File: src/rtl/icache_pkg.sv
// Shared constants, FSM state encoding and address-split helpers for the instruction cache.
package icache_pkg;

    localparam logic [1:0] STATE_IDLE   = 2'd0;
    localparam logic [1:0] STATE_READ   = 2'd1;
    localparam logic [1:0] STATE_UPDATE = 2'd2;

    localparam logic [31:0] NOP_INSTR       = 32'h0000_0013;
    localparam logic [31:0] NO_REQUEST_ADDR = 32'hFFFF_FFFC;

    function automatic int offset_bits(input int words_per_block);
        return $clog2(words_per_block);
    endfunction

    function automatic int index_bits(input int blocks);
        return $clog2(blocks);
    endfunction

    // Byte-in-word bits [1:0] are never part of tag, index or offset.
    function automatic int tag_bits(input int blocks, input int words_per_block);
        return 32 - index_bits(blocks) - offset_bits(words_per_block) - 2;
    endfunction

endpackage

File: src/rtl/icache_line_array.sv
// Valid/tag/data storage: one combinational read port, one synchronous write port.
module icache_line_array
    import icache_pkg::*;
#(
    parameter int BLOCKS          = 8,
    parameter int WORDS_PER_BLOCK = 4,
    parameter int TAG_W           = 25,
    parameter int IDX_W           = 3
) (
    input  logic                         CLK,
    input  logic                         RESET,
    input  logic [IDX_W-1:0]             rd_index,
    output logic                         rd_valid,
    output logic [TAG_W-1:0]             rd_tag,
    output logic [32*WORDS_PER_BLOCK-1:0] rd_data,
    input  logic                         wr_en,
    input  logic [IDX_W-1:0]             wr_index,
    input  logic [TAG_W-1:0]             wr_tag,
    input  logic [32*WORDS_PER_BLOCK-1:0] wr_data
);

    logic [BLOCKS-1:0]                valid_bits;
    logic [TAG_W-1:0]                 tag_mem  [BLOCKS];
    logic [32*WORDS_PER_BLOCK-1:0]    data_mem [BLOCKS];

    always_ff @(posedge CLK) begin
        if (RESET) begin
            valid_bits <= '0;
        end else if (wr_en) begin
            valid_bits[wr_index] <= 1'b1;
        end
    end

    // Tag and data contents need no reset: valid gates every use of them.
    always_ff @(posedge CLK) begin
        if (wr_en) begin
            tag_mem[wr_index]  <= wr_tag;
            data_mem[wr_index] <= wr_data;
        end
    end

    assign rd_valid = valid_bits[rd_index];
    assign rd_tag   = tag_mem[rd_index];
    assign rd_data  = data_mem[rd_index];

endmodule

File: src/rtl/instruction_cache.sv
// Direct-mapped read-only instruction cache with block refill from instruction memory.
// Define ICACHE_STATS_EN to add saturating HIT_COUNT / MISS_COUNT outputs.
module instruction_cache
    import icache_pkg::*;
#(
    parameter int BLOCKS          = 8,
    parameter int WORDS_PER_BLOCK = 4
) (
    input  logic                                       CLK,
    input  logic                                       RESET,
    input  logic [31:0]                                ADDRESS,
    output logic [31:0]                                INSTRUCTION,
    output logic                                       BUSYWAIT,
    output logic [32-$clog2(4*WORDS_PER_BLOCK)-1:0]    MEM_ADDRESS,
    output logic                                       MEM_READ,
    input  logic [32*WORDS_PER_BLOCK-1:0]              MEM_READDATA,
    input  logic                                       MEM_BUSYWAIT
`ifdef ICACHE_STATS_EN
    ,
    output logic [31:0]                                HIT_COUNT,
    output logic [31:0]                                MISS_COUNT
`endif
);

    localparam int OFF_W = offset_bits(WORDS_PER_BLOCK);
    localparam int IDX_W = index_bits(BLOCKS);
    localparam int TAG_W = tag_bits(BLOCKS, WORDS_PER_BLOCK);
    localparam int LINE_W = 32 * WORDS_PER_BLOCK;

    logic [OFF_W-1:0] addr_offset;
    logic [IDX_W-1:0] addr_index;
    logic [TAG_W-1:0] addr_tag;
    logic             unused_byte_bits;

    assign addr_offset      = ADDRESS[OFF_W+1:2];
    assign addr_index       = ADDRESS[IDX_W+OFF_W+1:OFF_W+2];
    assign addr_tag         = ADDRESS[31:IDX_W+OFF_W+2];
    assign unused_byte_bits = ^ADDRESS[1:0];

    logic [1:0]        state;
    logic [TAG_W-1:0]  fill_tag;
    logic [IDX_W-1:0]  fill_index;
    logic [LINE_W-1:0] fill_buf;

    logic              line_valid;
    logic [TAG_W-1:0]  line_tag;
    logic [LINE_W-1:0] line_data;
    logic              line_write;

    icache_line_array #(
        .BLOCKS          (BLOCKS),
        .WORDS_PER_BLOCK (WORDS_PER_BLOCK),
        .TAG_W           (TAG_W),
        .IDX_W           (IDX_W)
    ) u_lines (
        .CLK      (CLK),
        .RESET    (RESET),
        .rd_index (addr_index),
        .rd_valid (line_valid),
        .rd_tag   (line_tag),
        .rd_data  (line_data),
        .wr_en    (line_write),
        .wr_index (fill_index),
        .wr_tag   (fill_tag),
        .wr_data  (fill_buf)
    );

    logic no_request;
    logic tag_hit;
    logic idle_hit;
    logic idle_miss;

    // The post-reset PC value is never looked up, even if some line's tag happens to match it.
    assign no_request = (ADDRESS == NO_REQUEST_ADDR);
    assign tag_hit    = line_valid && (line_tag == addr_tag);
    assign idle_hit   = (state == STATE_IDLE) && tag_hit && !no_request;
    assign idle_miss  = (state == STATE_IDLE) && !tag_hit && !no_request;
    assign line_write = (state == STATE_UPDATE);

    assign INSTRUCTION = (idle_hit && !RESET) ? line_data[32*addr_offset +: 32] : NOP_INSTR;
    assign BUSYWAIT    = !RESET && ((state != STATE_IDLE) || idle_miss);
    assign MEM_READ    = (state == STATE_READ);
    assign MEM_ADDRESS = (state == STATE_READ) ? {fill_tag, fill_index} : '0;

    always_ff @(posedge CLK) begin
        if (RESET) begin
            state      <= STATE_IDLE;
            fill_tag   <= '0;
            fill_index <= '0;
            fill_buf   <= '0;
        end else begin
            case (state)
                STATE_IDLE: begin
                    if (idle_miss) begin
                        state      <= STATE_READ;
                        fill_tag   <= addr_tag;
                        fill_index <= addr_index;
                    end
                end
                STATE_READ: begin
                    if (!MEM_BUSYWAIT) begin
                        fill_buf <= MEM_READDATA;
                        state    <= STATE_UPDATE;
                    end
                end
                STATE_UPDATE: state <= STATE_IDLE;
                default:      state <= STATE_IDLE;
            endcase
        end
    end

`ifdef ICACHE_STATS_EN
    always_ff @(posedge CLK) begin
        if (RESET) begin
            HIT_COUNT  <= '0;
            MISS_COUNT <= '0;
        end else begin
            if (idle_hit && (HIT_COUNT != 32'hFFFF_FFFF)) begin
                HIT_COUNT <= HIT_COUNT + 32'd1;
            end
            if (idle_miss && (MISS_COUNT != 32'hFFFF_FFFF)) begin
                MISS_COUNT <= MISS_COUNT + 32'd1;
            end
        end
    end
`endif

endmodule

File: config.mk
export PLATFORM = sky130hd
export DESIGN_NAME = instruction_cache
export DESIGN_NICKNAME = d
export VERILOG_FILES = /design/src/rtl/icache_pkg.sv /design/src/rtl/icache_line_array.sv /design/src/rtl/instruction_cache.sv
export SDC_FILE = /design/constraint.sdc
export NUM_CORES = 1
export LEC_CHECK = 0
export BUFFER_PORTS_ARGS = -buffer_cell sky130_fd_sc_hd__buf_2
export CORE_MARGIN = 4
export CORE_UTILIZATION = 55
export DETAILED_ROUTE_END_ITERATION = 8
export GPL_TIMING_DRIVEN = 0
export PLACE_DENSITY = 0.82
export SYNTH_ARGS = -nofsm -noshare
export SYNTH_HDL_FRONTEND = slang
export SYNTH_SLANG_ARGS = --single-unit
File: constraint.sdc
create_clock -name CLK -period 16.6 [get_ports CLK]
set_input_delay 1.66 -clock CLK [delete_from_list [all_inputs] [get_ports CLK]]
set_output_delay 1.66 -clock CLK [all_outputs]
set_load 0.01 [all_outputs]
# ---- Word-level counts from Yosys, hierarchy flattened
# Memory sizes are Yosys's and may differ from the RTL's.
# Index checks and enable logic that the tools add are counted.
dict set report totals {
  register_bits 166
  latch_bits 0
  ramBits 1224
  rom_bits 0
  input_bits 163
  output_inout_bits 62
  elab_cells 47
  mem_count 2
}
dict set report classes {
  n_addsub 0
  multipliers 0
  div_mod_pow 0
  order_cmp 3
  eq_ne 6
  shifts 1
  mux 11
  n_bitwise 2
  n_reduce_logical 17
}
# name words word_bits rd rd_ports_with_merged_regs write_ports line_no
set memory_table {}
lappend memory_table {u_lines.data_mem 8 128 1 0 1 icache_line_array.sv:24} ;# logic [32*WORDS_PER_BLOCK-1:0] data_mem [BLOCKS];
lappend memory_table {u_lines.tag_mem 8 25 1 0 1 icache_line_array.sv:23} ;# logic [TAG_W-1:0] tag_mem [BLOCKS];
# cell n
set op_table {}
lappend op_table {{variable part select 128 x 8 -> 32 bit} 1}
lappend op_table {{equality test 32 bit, second input constant} 1}
lappend op_table {{two-way mux 32 bit} 1}
lappend op_table {{two-way mux 28 bit} 1}
lappend op_table {{equality test 25 bit} 1}
lappend op_table {{logical AND 1 bit} 8}
lappend op_table {{less-than comparator 3 x 4 -> 1 bit, second input constant} 2}
lappend op_table {{OR 8 bit} 1}
lappend op_table {{AND reduction 2 bit} 3}
lappend op_table {{two-way mux 1 bit} 4}
lappend op_table {{two-way mux 2 bit} 2}
lappend op_table {{!= test 2 bit, second input constant} 2}
lappend op_table {{one-hot mux 2 bit (2 select lines)} 1}
lappend op_table {{binary-select mux 1 bit (select 3 bit)} 1}
lappend op_table {{demux 1 bit (select 3 bit)} 1}
lappend op_table {{greater-or-equal comparator 3 x 1 -> 1 bit, second input constant} 1}
lappend op_table {{logical NOT 1 bit} 3}
lappend op_table {{equality test 2 x 1 -> 1 bit, second input constant} 1}
lappend op_table {{equality test 2 bit, second input constant} 1}
lappend op_table {{logical NOT 2 bit} 1}
lappend op_table {{nonzero test 2 bit} 1}
lappend op_table {{logical OR 1 bit} 1}
lappend op_table {{inverter 1 bit} 1}

# ---- Depth between registers and ports, before layout
dict set report logic_depth {
  depth_word 8
  mapped_depth 13
  mapped_depth_nobuf 8
}

# ---- Cells and area by module
# Synthesis repeated with hierarchy kept, for this count alone.
dict set report hier_totals {
  cells_unflattened 2653
  hier_area_um2 53296.1
}
# mod instances cells_each area_each_um2 seq_area_each_um2
set by_module_without_submodules {}
lappend by_module_without_submodules {icache_line_array 1 1813 46250.6 36915.4}
lappend by_module_without_submodules {instruction_cache 1 840 7045.5 3163.0}

# ---- Least setup slack after synthesis
# No wires, ideal clock.
dict set report synth_path {
  path_kind {register -> register}
  startpoint {reg state[1]}
  endpoint {mem u_lines.data_mem[0][0] (netlist bit), enable pin}
  setup_ns 0.856
  arrival_ns 11.203
  required_ns 15.744
  setup_slack_ns 4.541
  path_stages_with_launch 3
  path_buffers 0
  period_less_slack_ns 12.059
  cell_sequence {dfxtp_1 > or3b_2 > nor3_1}
}
dict set report synth_between {
  elab_chain_cells 3
}
# item line_no
set synth_rtl {}
lappend synth_rtl {{start: declaration} instruction_cache.sv:40} ;# logic [1:0] state;
lappend synth_rtl {{start signal: assignment} instruction_cache.sv:87} ;# state <= STATE_IDLE;
lappend synth_rtl {{start signal: assignment} instruction_cache.sv:95} ;# state <= STATE_READ;
lappend synth_rtl {{start signal: assignment} instruction_cache.sv:103} ;# state <= STATE_UPDATE;
lappend synth_rtl {{equality test 2 bit} instruction_cache.sv:78} ;# assign line_write = (state == STATE_UPDATE);
lappend synth_rtl {{two-way mux 1 bit} icache_line_array.sv:36} ;# if (wr_en) begin
lappend synth_rtl {{two-way mux 1 bit (implied by the code)} icache_line_array.sv:38} ;# data_mem[wr_index] <= wr_data;
lappend synth_rtl {{end: declaration} icache_line_array.sv:24}
# No other way between the ends.

# ---- Worst setup path after layout
dict set report layout_path {
  startpoint {in ADDRESS[5]}
  endpoint {out INSTRUCTION[12]}
}
dict set report layout_between {
  elab_chain_cells 7
  elab_cells_between_ends 13
  classes_between {2 x eq/ne; 1 x shift; 3 x mux; 5 x reduce/logical; 2 x memory}
}
# item line_no
set layout_rtl {}
lappend layout_rtl {{start: declaration} instruction_cache.sv:11} ;# input logic [31:0] ADDRESS,
lappend layout_rtl {{parallel branches: the longest is 6 deep, another holds memory (8 x 128 bit)} n/a}
lappend layout_rtl {{two-way mux 32 bit (*)} instruction_cache.sv:80} ;# assign INSTRUCTION = (idle_hit && !RESET) ? line_data[32*addr_offset +: 32] : NOP_INSTR;
lappend layout_rtl {{end: declaration} instruction_cache.sv:12} ;# output logic [31:0] INSTRUCTION,
# Every way passes the cells marked *. The select of a mux whose other input is x is not followed.

==> impl_metrics.prom <==
# TYPE chip_impl_metric gauge
chip_impl_metric{name="met3_usage",unit="%"} 7.835
chip_impl_metric{name="clockBufferDepth",unit=""} 3
chip_impl_info{name="critical-path-top-cell-by-count",value="sky130_fd_sc_hd__buf_2"} 1
chip_impl_metric{name="setup_tns",unit="ps"} 0
chip_impl_info{name="timing.critical_path.max_delay_family",value="buffers and inverters"} 1
chip_impl_metric{name="synth_edf_count",unit=""} 1224
chip_impl_metric{name="slew_headroom",unit="%"} 5.149
chip_impl_metric{name="cts_resized",unit=""} 0
chip_impl_metric{name="initial_core_util",unit="%"} 55.47
chip_impl_metric{name="mappedNetlistArea",unit="µm²"} 52780
chip_impl_metric{name="grt_pass1_wl",unit="µm"} 209900
chip_impl_info{name="layer_carrying_the_most_global_route_usage",value="met2"} 1
chip_impl_metric{name="initialDrtViolationCount",unit=""} 4528
chip_impl_info{name="worst_setup_path_start_kind",value="input pin"} 1
chip_impl_metric{name="groute.usage.overall",unit="%"} 28.74
chip_impl_metric{name="cellLeakagePower",unit="µW"} 0.02152
chip_impl_info{name="layout_common_cells",value="sky130_fd_sc_hd__edfxtp_1 (1224), sky130_fd_sc_hd__mux4_2 (352), sky130_fd_sc_hd__nand2_1 (318)"} 1
chip_impl_metric{name="count_of_buffers_added_by_post_cts_timing_repair_for_setup",unit=""} 0
chip_impl_info{name="setup.worst_path.class",value="input pin to output pin"} 1
chip_impl_metric{name="cap_viol_max_count",unit=""} 0
chip_impl_metric{name="power_density_relative_to_cell_area",unit="nW/µm²"} 120.2
chip_impl_metric{name="setup_viol_count_final",unit=""} 0
chip_impl_metric{name="clock_skew_after_layout",unit="ps"} 44.23
chip_impl_metric{name="route.detailed.vias_per_inst",unit=""} 6.605
chip_impl_metric{name="syn_to_final_growth",unit="%"} 16.29
chip_impl_metric{name="dp_slack",unit="ps"} 8916
chip_impl_metric{name="fin_nets",unit=""} 3235
chip_impl_metric{name="average_routed_wire_per_standard_cell",unit="µm"} 32.57
chip_impl_metric{name="globalRouteOverflowTotal",unit=""} 0
chip_impl_metric{name="layout_worst_path_cycle_share",unit="%"} 47.91
chip_impl_info{name="cts_tree",value="done"} 1
chip_impl_metric{name="place.detailed.hpwl",unit="µm"} 89060
chip_impl_info{name="layout.cells.most_common",value="sky130_fd_sc_hd__edfxtp_1"} 1
chip_impl_metric{name="cp_data_arrival_time",unit="ps"} 6290
chip_impl_metric{name="filler_cell_count_in_the_final_layout",unit=""} 5886
chip_impl_metric{name="minimum_clock_period",unit="ps"} 7954
chip_impl_metric{name="synthesis.instances",unit=""} 2634
chip_impl_metric{name="ys.warnings.count",unit=""} 0
chip_impl_metric{name="io_pins",unit=""} 225
chip_impl_metric{name="hold_violations",unit=""} 0
chip_impl_metric{name="cts_hold_buffers",unit=""} 0
chip_impl_metric{name="timing.critical_path.buf_inv",unit=""} 7
chip_impl_metric{name="number_of_antenna_violations_at_the_first_check_in_global_routing",unit=""} 3
chip_impl_metric{name="syn-num-nets",unit=""} 2797
chip_impl_metric{name="cpPeakStageDelay",unit="ps"} 950
chip_impl_metric{name="route.antenna.remaining_nets",unit=""} 0
chip_impl_info{name="min_path_type",value="flip-flop to flip-flop"} 1
chip_impl_metric{name="detail_route.first_pass.iterations",unit=""} 6
chip_impl_metric{name="stdcell_area",unit="µm²"} 61370
chip_impl_metric{name="ctsHtreeMaxLevel",unit=""} 4
chip_impl_metric{name="avgSynthCellArea",unit="µm²"} 20.04
chip_impl_info{name="timing.critical_path.cells",value="buf_2, buf_6, buf_4, buf_2, clkbuf_1, clkbuf_1, mux4_2, mux4_2, mux2i_1, nor2_1, buf_2"} 1
chip_impl_metric{name="fin_hold_ws",unit="ps"} 482.9
chip_impl_metric{name="final_wtd_congestion",unit=""} 0.8111
chip_impl_metric{name="largest_net_degree_at_the_start_of_global_routing",unit=""} 26
chip_impl_metric{name="placement_rows",unit=""} 113
chip_impl_info{name="setup_repair_after_global_routing_missed_its_margin",value="false"} 1
chip_impl_metric{name="yosys_register_bits",unit=""} 1390
chip_impl_metric{name="totalWireLength",unit="µm"} 145000
chip_impl_metric{name="cts.clk_slew.worst_paths",unit="ps"} 60
chip_impl_metric{name="grt_pass1_vias",unit=""} 29980
chip_impl_info{name="netlist_top_cells_area",value="sky130_fd_sc_hd__edfxtp_1 (70%), sky130_fd_sc_hd__mux4_2 (15%), sky130_fd_sc_hd__dfxtp_1 (6.3%), sky130_fd_sc_hd__nand2_1 (2.3%), sky130_fd_sc_hd__mux2i_1 (2.2%)"} 1
chip_impl_metric{name="grt_use_met1",unit="%"} 36.77
chip_impl_metric{name="drive_above_1_share",unit="%"} 28.28
chip_impl_metric{name="maxClockFrequency",unit="GHz"} 0.1257
chip_impl_info{name="crit_path_end_kind",value="output pin"} 1
chip_impl_metric{name="fp.coreArea",unit="µm²"} 95150
chip_impl_metric{name="timing.critical_path.required",unit="ps"} 14940
chip_impl_metric{name="clk-insertion-delay-late",unit="ps"} 770
chip_impl_info{name="critPathSlowestCell",value="sky130_fd_sc_hd__clkbuf_1"} 1
chip_impl_info{name="clock-root-buffer",value="sky130_fd_sc_hd__clkbuf_16"} 1
chip_impl_metric{name="area_of_the_die",unit="µm²"} 101000
chip_impl_metric{name="asyncSetResetFlopFracSynth",unit="%"} 0
chip_impl_metric{name="multi_input_gate_area",unit="µm²"} 12040
chip_impl_metric{name="ys_seq_area_share",unit="%"} 75.94
chip_impl_metric{name="timing_worst_slew_pin_value",unit="ps"} 1423
chip_impl_metric{name="numClockSinks",unit=""} 1390
chip_impl_info{name="critical_path.startpoint",value="ADDRESS[5]"} 1
chip_impl_metric{name="power.total",unit="µW"} 7379
chip_impl_metric{name="path_max_fanout",unit=""} 10
chip_impl_metric{name="number_of_max_slew_violations_in_the_final_report",unit=""} 0
chip_impl_info{name="postSynth.topFlopCell",value="sky130_fd_sc_hd__edfxtp_1"} 1
chip_impl_metric{name="cts_buffers",unit=""} 135
chip_impl_info{name="regToRegStartpoint",value="state[0]"} 1
chip_impl_metric{name="floorplan.die.width",unit="µm"} 317.8
chip_impl_metric{name="drc",unit=""} 0
chip_impl_metric{name="use_met2",unit="%"} 45.52
chip_impl_metric{name="dpl_cell_area",unit="µm²"} 56860
chip_impl_metric{name="ff_latch_area",unit="µm²"} 40080
chip_impl_metric{name="numPortBuffers",unit=""} 219
chip_impl_metric{name="max-vdd-ir-drop",unit="V"} 0.0001185
chip_impl_metric{name="dr_total_vias",unit=""} 29410
chip_impl_metric{name="synth.top_cell.area_share",unit="%"} 69.64
chip_impl_info{name="timing.hold.worst.start",value="u_lines.valid_bits[7]"} 1
chip_impl_metric{name="synth.distinct_cells",unit=""} 39
chip_impl_info{name="outcome",value="finished clean"} 1
chip_impl_metric{name="finalWorstSetupSlack",unit="ps"} 8646
chip_impl_info{name="yosys.area.top_type",value="sky130_fd_sc_hd__edfxtp_1"} 1
chip_impl_metric{name="die_h",unit="µm"} 317.8
## worst paths after layout
check	end	slack (ps)	depth (start not counted)
hold reg to reg	u_lines.valid_bits[7]	480	2
setup / recovery	INSTRUCTION[12]	8650	11
hold / removal	u_lines.valid_bits[7]	480	2
setup reg to reg	fill_buf[94]	13250	6
## cell usage after synthesis (2+ instances only)
cell type and number:
sky130_fd_sc_hd__nor4_1 5, sky130_fd_sc_hd__buf_2 27, sky130_fd_sc_hd__a221oi_1 2, sky130_fd_sc_hd__nand4_1 6
sky130_fd_sc_hd__nor2b_1 7, sky130_fd_sc_hd__mux2i_1 114, sky130_fd_sc_hd__a22oi_1 14, sky130_fd_sc_hd__buf_8 3
sky130_fd_sc_hd__clkbuf_1 75, sky130_fd_sc_hd__xnor2_1 6, sky130_fd_sc_hd__dfxtp_1 166, sky130_fd_sc_hd__nand2b_1 5
sky130_fd_sc_hd__a211o_1 3, sky130_fd_sc_hd__nor3_1 2, sky130_fd_sc_hd__edfxtp_1 1224, sky130_fd_sc_hd__xor2_1 12
sky130_fd_sc_hd__and2_1 30, sky130_fd_sc_hd__o22a_1 2, sky130_fd_sc_hd__nand2_1 318, sky130_fd_sc_hd__buf_1 34
sky130_fd_sc_hd__nand4b_1 2, sky130_fd_sc_hd__buf_4 7, sky130_fd_sc_hd__mux4_2 352, sky130_fd_sc_hd__nor2_1 54
sky130_fd_sc_hd__a22o_1 2, sky130_fd_sc_hd__nand3_1 3, sky130_fd_sc_hd__and3_1 6, sky130_fd_sc_hd__buf_6 6
sky130_fd_sc_hd__a21oi_1 137
## flip-flops by register name, summed over array words and instances (netlist names)
| signal | count |
|---|---|
| u_lines.tag_mem | 200 |
| fill_tag | 25 |
| u_lines.valid_bits | 8 |
| state | 2 |
| fill_index | 3 |
| u_lines.data_mem | 1024 |
| fill_buf | 128 |
## power by group
| part | leakage [µW] | switching (µW) | internal (µW) | total (µW) |
|---|---|---|---|---|
| clock | 0.00217 | 1370 | 1750 | 3120 |
| sequential | 0.0136 | 54.2 | 3830 | 3890 |
| combinational | 0.00577 | 225 | 149 | 374 |
## worst register-to-register path, delay by kind of cell, from the launching register on
kind / cells / cell delay, ps
AOI/OAI and AO/OA: 1 / 350
buffers and inverters: 2 / 1500
DFF: 1 / 370
and+or+nand+nor: 3 / 1000
## kinds of logic (layout without fill, tap and decap cells)
group / after synthesis / count (layout) / synth area share, %
AO/OA/AOI/OAI: 165 / 165 / 1.716
XOR/XNOR: 18 / 18 / 0.2987
buffers and inverters: 153 / 705 / 1.351
flip-flops: 1390 / 1390 / 75.94
multiplexers: 466 / 466 / 17.18
other: 0 / 1 / 0
AND/OR/NAND/NOR: 442 / 442 / 3.511
## routing by layer
metal	routed length [µm]	part of all wire (%)
met1	49190	34
met2	70200	48
met3	17020	12
met4	8532	5.9
met5	57	0.039
## metrics by stage
stage | instances | util [%]
after floorplan | 2634 | -
after global placement | 4118 | 58.28
after detailed placement | 4200 | 59.76
after CTS | 4451 | 64.50
after global routing | 4451 | 64.50
final | 4452 | 64.50
## final cells by class
cell class | instances | share of cell area (%)
multi-input combinational | 1091 | 19.62
timing repair buffer | 301 | 3.981
clock buffer | 174 | 5.857
inverter | 1 | 0.006116
clock inverter | 77 | 1.494
sequential | 1390 | 65.30
tap | 1265 | 2.579
antenna | 1 | 0.004077
buffer | 152 | 1.158
(Power assumes the default switching activity.)
